<file path="config.mk">
export PLATFORM = sky130hd
export DESIGN_NAME = mem_bus_arbiter
export DESIGN_NICKNAME = d
export VERILOG_FILES = /design/src/rtl/mem_arb_pkg.sv /design/src/rtl/bus_watchdog.sv /design/src/rtl/mem_bus_arbiter.sv
export SDC_FILE = /design/constraint.sdc
export NUM_CORES = 1
export LEC_CHECK = 0
export BUFFER_PORTS_ARGS = -buffer_cell sky130_fd_sc_hd__buf_2
export CAP_MARGIN = 5
export CORE_AREA = 2 2 105 107
export DETAILED_ROUTE_END_ITERATION = 8
export DIE_AREA = 0 0 107 109
export PLACE_DENSITY = 0.71
export SLEW_MARGIN = 10
export SYNTH_ARGS = -nofsm -noshare
export SYNTH_HDL_FRONTEND = slang
export SYNTH_SLANG_ARGS = --single-unit
</file>
<file path="constraint.sdc">
create_clock -name clk -period 4.7 [get_ports clk]
set_input_delay 0.235 -clock clk [delete_from_list [all_inputs] [get_ports clk]]
set_output_delay 0.235 -clock clk [all_outputs]
set_load 0.02 [all_outputs]
</file>
<file path="src/rtl/mem_arb_pkg.sv">
// mem_arb_pkg: shared state and grant encodings for the memory bus arbiter
package mem_arb_pkg;
    typedef enum logic [1:0] {IDLE, BUSY_I, BUSY_D} arb_state_t;
    typedef enum logic {GNT_I, GNT_D} grant_t;
endpackage

</file>
<file path="src/rtl/bus_watchdog.sv">
// bus_watchdog: saturating busy-cycle counter that flags an unanswered bus access
module bus_watchdog #(
    parameter int TIMEOUT = 256
) (
    input  logic clk,
    input  logic reset,
    input  logic clear,
    input  logic tick,
    output logic expired
);
    localparam int CW = TIMEOUT > 0 ? $clog2(TIMEOUT + 1) : 1;
    localparam logic [CW-1:0] LAST = TIMEOUT > 0 ? CW'(TIMEOUT - 1) : '0;

    logic [CW-1:0] cnt;

    // count unanswered busy cycles, holding at the expiry value instead of wrapping
    always_ff @(posedge clk or posedge reset) begin
        if (reset)
            cnt <= '0;
        else if (clear)
            cnt <= '0;
        else if (tick && cnt != LAST)
            cnt <= cnt + 1'b1;
    end

    assign expired = (TIMEOUT > 0) && (cnt == LAST);
endmodule

</file>
<file path="src/rtl/mem_bus_arbiter.sv">
// mem_bus_arbiter: round-robin share of one valid/ready memory port between fetch and data
module mem_bus_arbiter
    import mem_arb_pkg::*;
#(
    parameter int XLEN    = 32,
    parameter int TIMEOUT = 256
) (
    input  logic              clk,
    input  logic              reset,
    input  logic              i_valid,
    input  logic [XLEN-1:0]   i_addr,
    output logic              i_ready,
    output logic              i_err,
    output logic [XLEN-1:0]   i_rdata,
    input  logic              d_valid,
    input  logic [XLEN-1:0]   d_addr,
    input  logic [XLEN-1:0]   d_wdata,
    input  logic [XLEN/8-1:0] d_wstrb,
    output logic              d_ready,
    output logic              d_err,
    output logic [XLEN-1:0]   d_rdata,
    output logic              mem_valid,
    output logic              mem_instr,
    input  logic              mem_ready,
    output logic [XLEN-1:0]   mem_addr,
    output logic [XLEN-1:0]   mem_wdata,
    output logic [XLEN/8-1:0] mem_wstrb,
    input  logic [XLEN-1:0]   mem_rdata
);
    arb_state_t state, state_nxt;
    grant_t     last_grant;
    logic       busy, grant_i, start, wd_exp, done, err;

    assign busy    = state != IDLE;
    assign start   = state == IDLE && (i_valid || d_valid);
    assign grant_i = i_valid && (!d_valid || last_grant == GNT_D);

    bus_watchdog #(.TIMEOUT(TIMEOUT)) u_wd (
        .clk     (clk),
        .reset   (reset),
        .clear   (!busy),
        .tick    (busy && !mem_ready),
        .expired (wd_exp)
    );

    // state register; reset drops mem_valid immediately since it is decoded from state
    always_ff @(posedge clk or posedge reset) begin
        if (reset)
            state <= IDLE;
        else
            state <= state_nxt;
    end

    // next state and completion decode; a real answer beats a same-cycle expiry
    always_comb begin
        state_nxt = state;
        done      = busy && (mem_ready || wd_exp);
        err       = busy && !mem_ready && wd_exp;
        if (start)
            state_nxt = grant_i ? BUSY_I : BUSY_D;
        else if (done)
            state_nxt = IDLE;
    end

    // latch the winner's payload on grant; fetches carry no store data
    always_ff @(posedge clk or posedge reset) begin
        if (reset) begin
            last_grant <= GNT_D;
            mem_addr   <= '0;
            mem_wdata  <= '0;
            mem_wstrb  <= '0;
        end else if (start) begin
            last_grant <= grant_i ? GNT_I : GNT_D;
            mem_addr   <= grant_i ? i_addr : d_addr;
            mem_wdata  <= grant_i ? '0 : d_wdata;
            mem_wstrb  <= grant_i ? '0 : d_wstrb;
        end
    end

    assign mem_valid = busy;
    assign mem_instr = state == BUSY_I;
    assign i_ready   = state == BUSY_I && done;
    assign i_err     = state == BUSY_I && err;
    assign d_ready   = state == BUSY_D && done;
    assign d_err     = state == BUSY_D && err;
    assign i_rdata   = mem_rdata;
    assign d_rdata   = mem_rdata;
endmodule

</file>
; Word level (Yosys, flattened, before mapping)
; Index checks and enable logic that the tools add are counted.
[word_totals]
reg_bits = 80
out_inout_bits = 138
[classes]
eq_ne = 5
muxes = 9
n_addsub = 1
reduce_logical = 18
[ops]
columns = operator, n
row1 = $mux 32, 2
row2 = $mux 9, 2
row3 = $logic_and 1x1->1, 10
row4 = $add 9x1->9 const B, 1
row5 = $eq 9x8->1 const B, 1
row6 = $ne 9x8->1 const B, 1
row7 = $mux 2, 3
row8 = $mux 4, 1
row9 = $reduce_bool 2->1, 2
row10 = $logic_or 1x1->1, 3
row11 = $eq 2x1->1 const B, 1
row12 = $eq 2x2->1 const B, 1
row13 = $logic_not 1->1, 2
row14 = $logic_not 2->1, 1
row15 = $ne 2x1->1 const B, 1
row16 = $mux 1, 1

; Longest topological paths before layout
[logic_depth]
depth_word = 5
ltp_mapped = 8
depth_no_buf = 7

; Hierarchy
; A second synthesis with hierarchy kept.
[unflattened]
cells_unflattened = 327
hier_area_um2 = 3888.7
[by_module_without_submodules]
columns = module, area_each_um2, cells_per_inst, seq_area_each_um2, n_inst
row1 = mem_bus_arbiter, 3409.5, 279, 1778.0, 1
row2 = bus_watchdog, 479.2, 48, 225.2, 1

; Worst setup path before layout
; Ideal clock, no wire load.
[synth_path]
path_type = flip-flop to flip-flop
from = register u_wd.cnt[0]
to = register u_wd.cnt[5]
setup_ns = 0.073
required_time_ns = 4.627
setup_slack_ns = 2.700
stages_incl_launch_ff = 9
n_path_buf = 1
arrival_time_ns = 1.927
path_cell_list = dfrtp_1 -> ha_1 -> nand3_1 -> nor2_1 -> ha_1 -> or2_1 -> buf_6 -> or4_4 -> a21oi_2
[synth_via]
elab_chain_cells = 3
word_cells_on_any_way = 6
classes_between = add/sub (1) / eq/ne (2) / mux (2) / reduce/logical (1)
[synth_rtl]
columns = item, line_no
row1 = start: declaration, bus_watchdog.sv:14  ; logic [CW-1:0] cnt;
row2 = start signal: assignment, bus_watchdog.sv:23  ; cnt <= cnt + 1'b1;
row3 = $add 9x1->9 / $ne 9x8->1 (equally long branches), "bus_watchdog.sv:23, bus_watchdog.sv:22"
row4 = $mux 9 / $logic_and 1x1->1 (equally long branches), bus_watchdog.sv:22  ; else if (tick && cnt != LAST)
row5 = $mux 9 / $ne 2x1->1 (equally long branches), n/a
; Several ways; a longest one is shown, not always the timed one. The select of a mux whose other input is x is not followed.
; A chain may end at the register's enable or synchronous reset.

; Worst setup path after layout
[layout_path]
from = register u_wd.cnt[0]
to = output d_ready
[layout_via]
elab_chain_cells = 4
[layout_rtl]
columns = item, line_no
row1 = $eq 9x8->1, bus_watchdog.sv:26  ; assign expired = (TIMEOUT > 0) && (cnt == LAST);
row2 = $logic_or 1x1->1, mem_bus_arbiter.sv:57  ; done = busy && (mem_ready || wd_exp);
row3 = $logic_and 1x1->1, mem_bus_arbiter.sv:57
row4 = $logic_and 1x1->1, mem_bus_arbiter.sv:84  ; assign d_ready = state == BUSY_D && done;
row5 = end: declaration, mem_bus_arbiter.sv:19  ; output logic d_ready,
; No other way between the ends.

==> results.toml <==
[pwr]
power.leakage_uw = 0.00236
irDropWorstVdd_mv = 0.444
total_power_uw = 3300
powerDensity_mw_per_mm2 = 719

[die]
dieArea_mm2 = 0.0117
rows = 38
start_util_pct = 36.1
die_w_um = 107
die_h_um = 109
io_pins = 275
core_area_mm2 = 0.0106

[placed_design]
io_buffers = 178
post-place-ws_ps = 2600
dp.cells = 560
gp_congestion = 0.739
place_hpwl_mm = 6.57
placed_cell_area_mm2 = 0.00433

[critical_path]
cp_max_fo = 8
reg2reg_slack_ps = 2570
cp_common_cell = "nor2_1"
path_cells = "ha_1, nand3_1, nor2_1, ha_1, nor2_1, nor2_1, buf_2"
r2r_start = "state[0]$_DFFE_PP0P_"
critPathCaptureType = "primary output"
setup.worst_path.start = "u_wd.cnt[0]$_DFFE_PP0P_"
cp.required_ps = 4470
crit_slowest_cell = "nor2_1"
slowest_delay_ps = 550
cp-start-kind = "register"
worstSetupPathType = "register to primary output"
cp.arrival_ps = 2170

[cells_and_area]
design_area_mm2 = 0.00458
drive_above_1_share_pct = 46.9
fillCellCount = 1053
final_nets = 570
instances_no_fill = 575
diodes = 0
syn2layout_area_growth_pct = 19.8

[routing]
routed_via_density = 5.07
vias = 2916
ant_nets = 0
drtPass1Iterations = 4
drt_iter0_drc = 124
drc = 0
wire_per_inst_um = 16.2
routed_wl_mm = 9.29

[synth]
synth_edf_count = 0
yosysWarnings = 0
ys_seq_area_share_pct = 52.4
async_flop_share_pct = 100
synth.area.top_cells = "dfrtp_1, buf_4, a221o_1"
ys_seq_elements = 80
synth_cells = 326
synthTopCellsByCount = "dfrtp_1, buf_4, a22o_1"
netlist.area_leader.share_pct = 51.7
synth.avg_cell_area_um2 = 11.7
syn-cell-area_mm2 = 0.00382
synth_top_area_cell = "dfrtp_1"
synth_most_common_cell = "dfrtp_1"
syn-num-nets = 465
yosysUniqueCellTypes = 30
synth_top_flop_cell = "dfrtp_1"

[timing]
clock-skew-final_ps = 12.4
hold_viol = 0
slew_headroom_pct = 20.5
finalMaxSlewViolations = 0
worst_slew_pin_slew_ps = 1190
setup_tns_ps = 0
finalSetupViolations = 0
timing.fmax_mhz = 415
min_period_over_period_pct = 51.3
finalCriticalPeriod_ps = 2410
setup_slack_ps = 2290
rsz0062_at_grt = "false"

[grt]
groute.usage.overall_pct = 15.6
grt_max_degree = 81
antenna_found_initial = 0
grt_pass1_vias = 2905
grt_pass1_wl_mm = 14.2
grt_overflow = 0

[cts]
tritoncts = "yes"
path_clk_slew_ps = 90
clock-sinks = 80
cts_resized = 0
htree_levels = 3
cts_buffer_depth = 2
insertion_delay_ps = 350
post-cts-setup-buffers = 0
cts_hold_buf = 0
cts_buffers = 9
root_buffer = "clkbuf_8"

[run_status]
status = "completed"

[min_path]
min_from = "d_wdata[10]"
min_path_type = "input port to register"

[run]
cap_viol_max_count = 0
==> cells by family after synthesis <==
kind of cell,after synthesis,synth area share [%]
buffers and inverters,93,16.1
AOI/OAI and AO/OA,115,25.6
and+or+nand+nor,34,4.84
xor gates and xnor gates,2,0.458
adders and majority gates,2,0.654
DFF,80,52.4
==> power by group <==
part	total [µW]	leakage, µW	internal, µW	switching [µW]
Combinational	1470	0.00121	586	882
Clock	656	0.000127	406	250
Sequential	1170	0.00102	998	174
Total	3300	0.00236	1990	1310
==> area by class of cell <==
| class | instances | area [µm²] | share of cell area [%] |
|---|---|---|---|
| Clock inverter | 5 | 129 | 2.81 |
| Inverter | 5 | 20.0 | 0.437 |
| Timing Repair Buffer | 182 | 921 | 20.1 |
| Sequential cell | 80 | 2000 | 43.7 |
| Tap cell | 140 | 175 | 3.82 |
| Clock buffer | 10 | 128 | 2.78 |
| Multi-Input combinational cell | 153 | 1210 | 26.3 |
==> path summary, 6_finish.rpt <==
kind                                             end  cells after the start
max reg2reg                  mem_addr[1]$_DFFE_PP0P_                      4
min in group asynchronous    u_wd.cnt[6]$_DFFE_PP0P_                      3
max in group asynchronous   mem_addr[13]$_DFFE_PP0P_                      3
max                                          d_ready                      7
min                        mem_wdata[10]$_DFFE_PP0P_                      2
min reg2reg                mem_wdata[18]$_DFFE_PP0P_                      1
==> state kept, by name, summed over array words and instances, names as in the netlist <==
name,cells
mem_addr,32
u_wd.cnt,9
mem_wstrb,4
state,2
mem_wdata,32
last_grant,1
==> metal layers <==
metal	vias to the layer above	GRT usage, %	part of all wire, %
li1	1351	-	-
met1	1407	19.3	42
met2	131	26.0	48
met5	-	0	0
met4	0	5.47	1.8
met3	27	4.84	7.4
==> cells in the final DEF, fill, tap and decap left out <==
| cell | count |
|---|---|
| dfstp_2 | 1 |
| dfrtp_1 | 79 |
| or3_1 | 1 |
| o21ai_0 | 1 |
| inv_6 | 1 |
| and3_2 | 1 |
| and3_1 | 1 |
| clkbuf_8 | 9 |
| a21o_1 | 3 |
| bufinv_16 | 4 |
| a21oi_2 | 2 |
| a21oi_1 | 4 |
| ha_1 | 2 |
| a221o_1 | 32 |
| a21boi_0 | 32 |
| xnor2_1 | 2 |
| nor2_1 | 9 |
| nand4_1 | 1 |
| nand2b_1 | 4 |
| buf_4 | 4 |
| or2_1 | 2 |
| nand2_1 | 6 |
| clkinv_2 | 1 |
| inv_1 | 4 |
| nor3b_1 | 1 |
| nand3_1 | 3 |
| a22o_1 | 36 |
| nor2_2 | 1 |
| or4_1 | 2 |
| clkbuf_1 | 1 |
| a211oi_1 | 1 |
| o31ai_1 | 4 |
| or4_4 | 2 |
| buf_2 | 178 |
==> stage by stage <==
stage	hold WS, ps	utilization [%]
detailed placement	458	40.8
floorplan	368	-
finish	96.8	43.2
CTS	79.7	43.2
global route	77.2	43.2
global placement	453	40.8
==> worst max-delay path: cells and delay by family, from the launching register on <==
family,cells,cell delay [ps]
AND/OR/NAND/NOR,4,790
flip-flops,1,410
buffers and inverters,1,180
adder cells (fa/ha/maj),2,450
No activity file was read; power rests on OpenSTA's default activity.
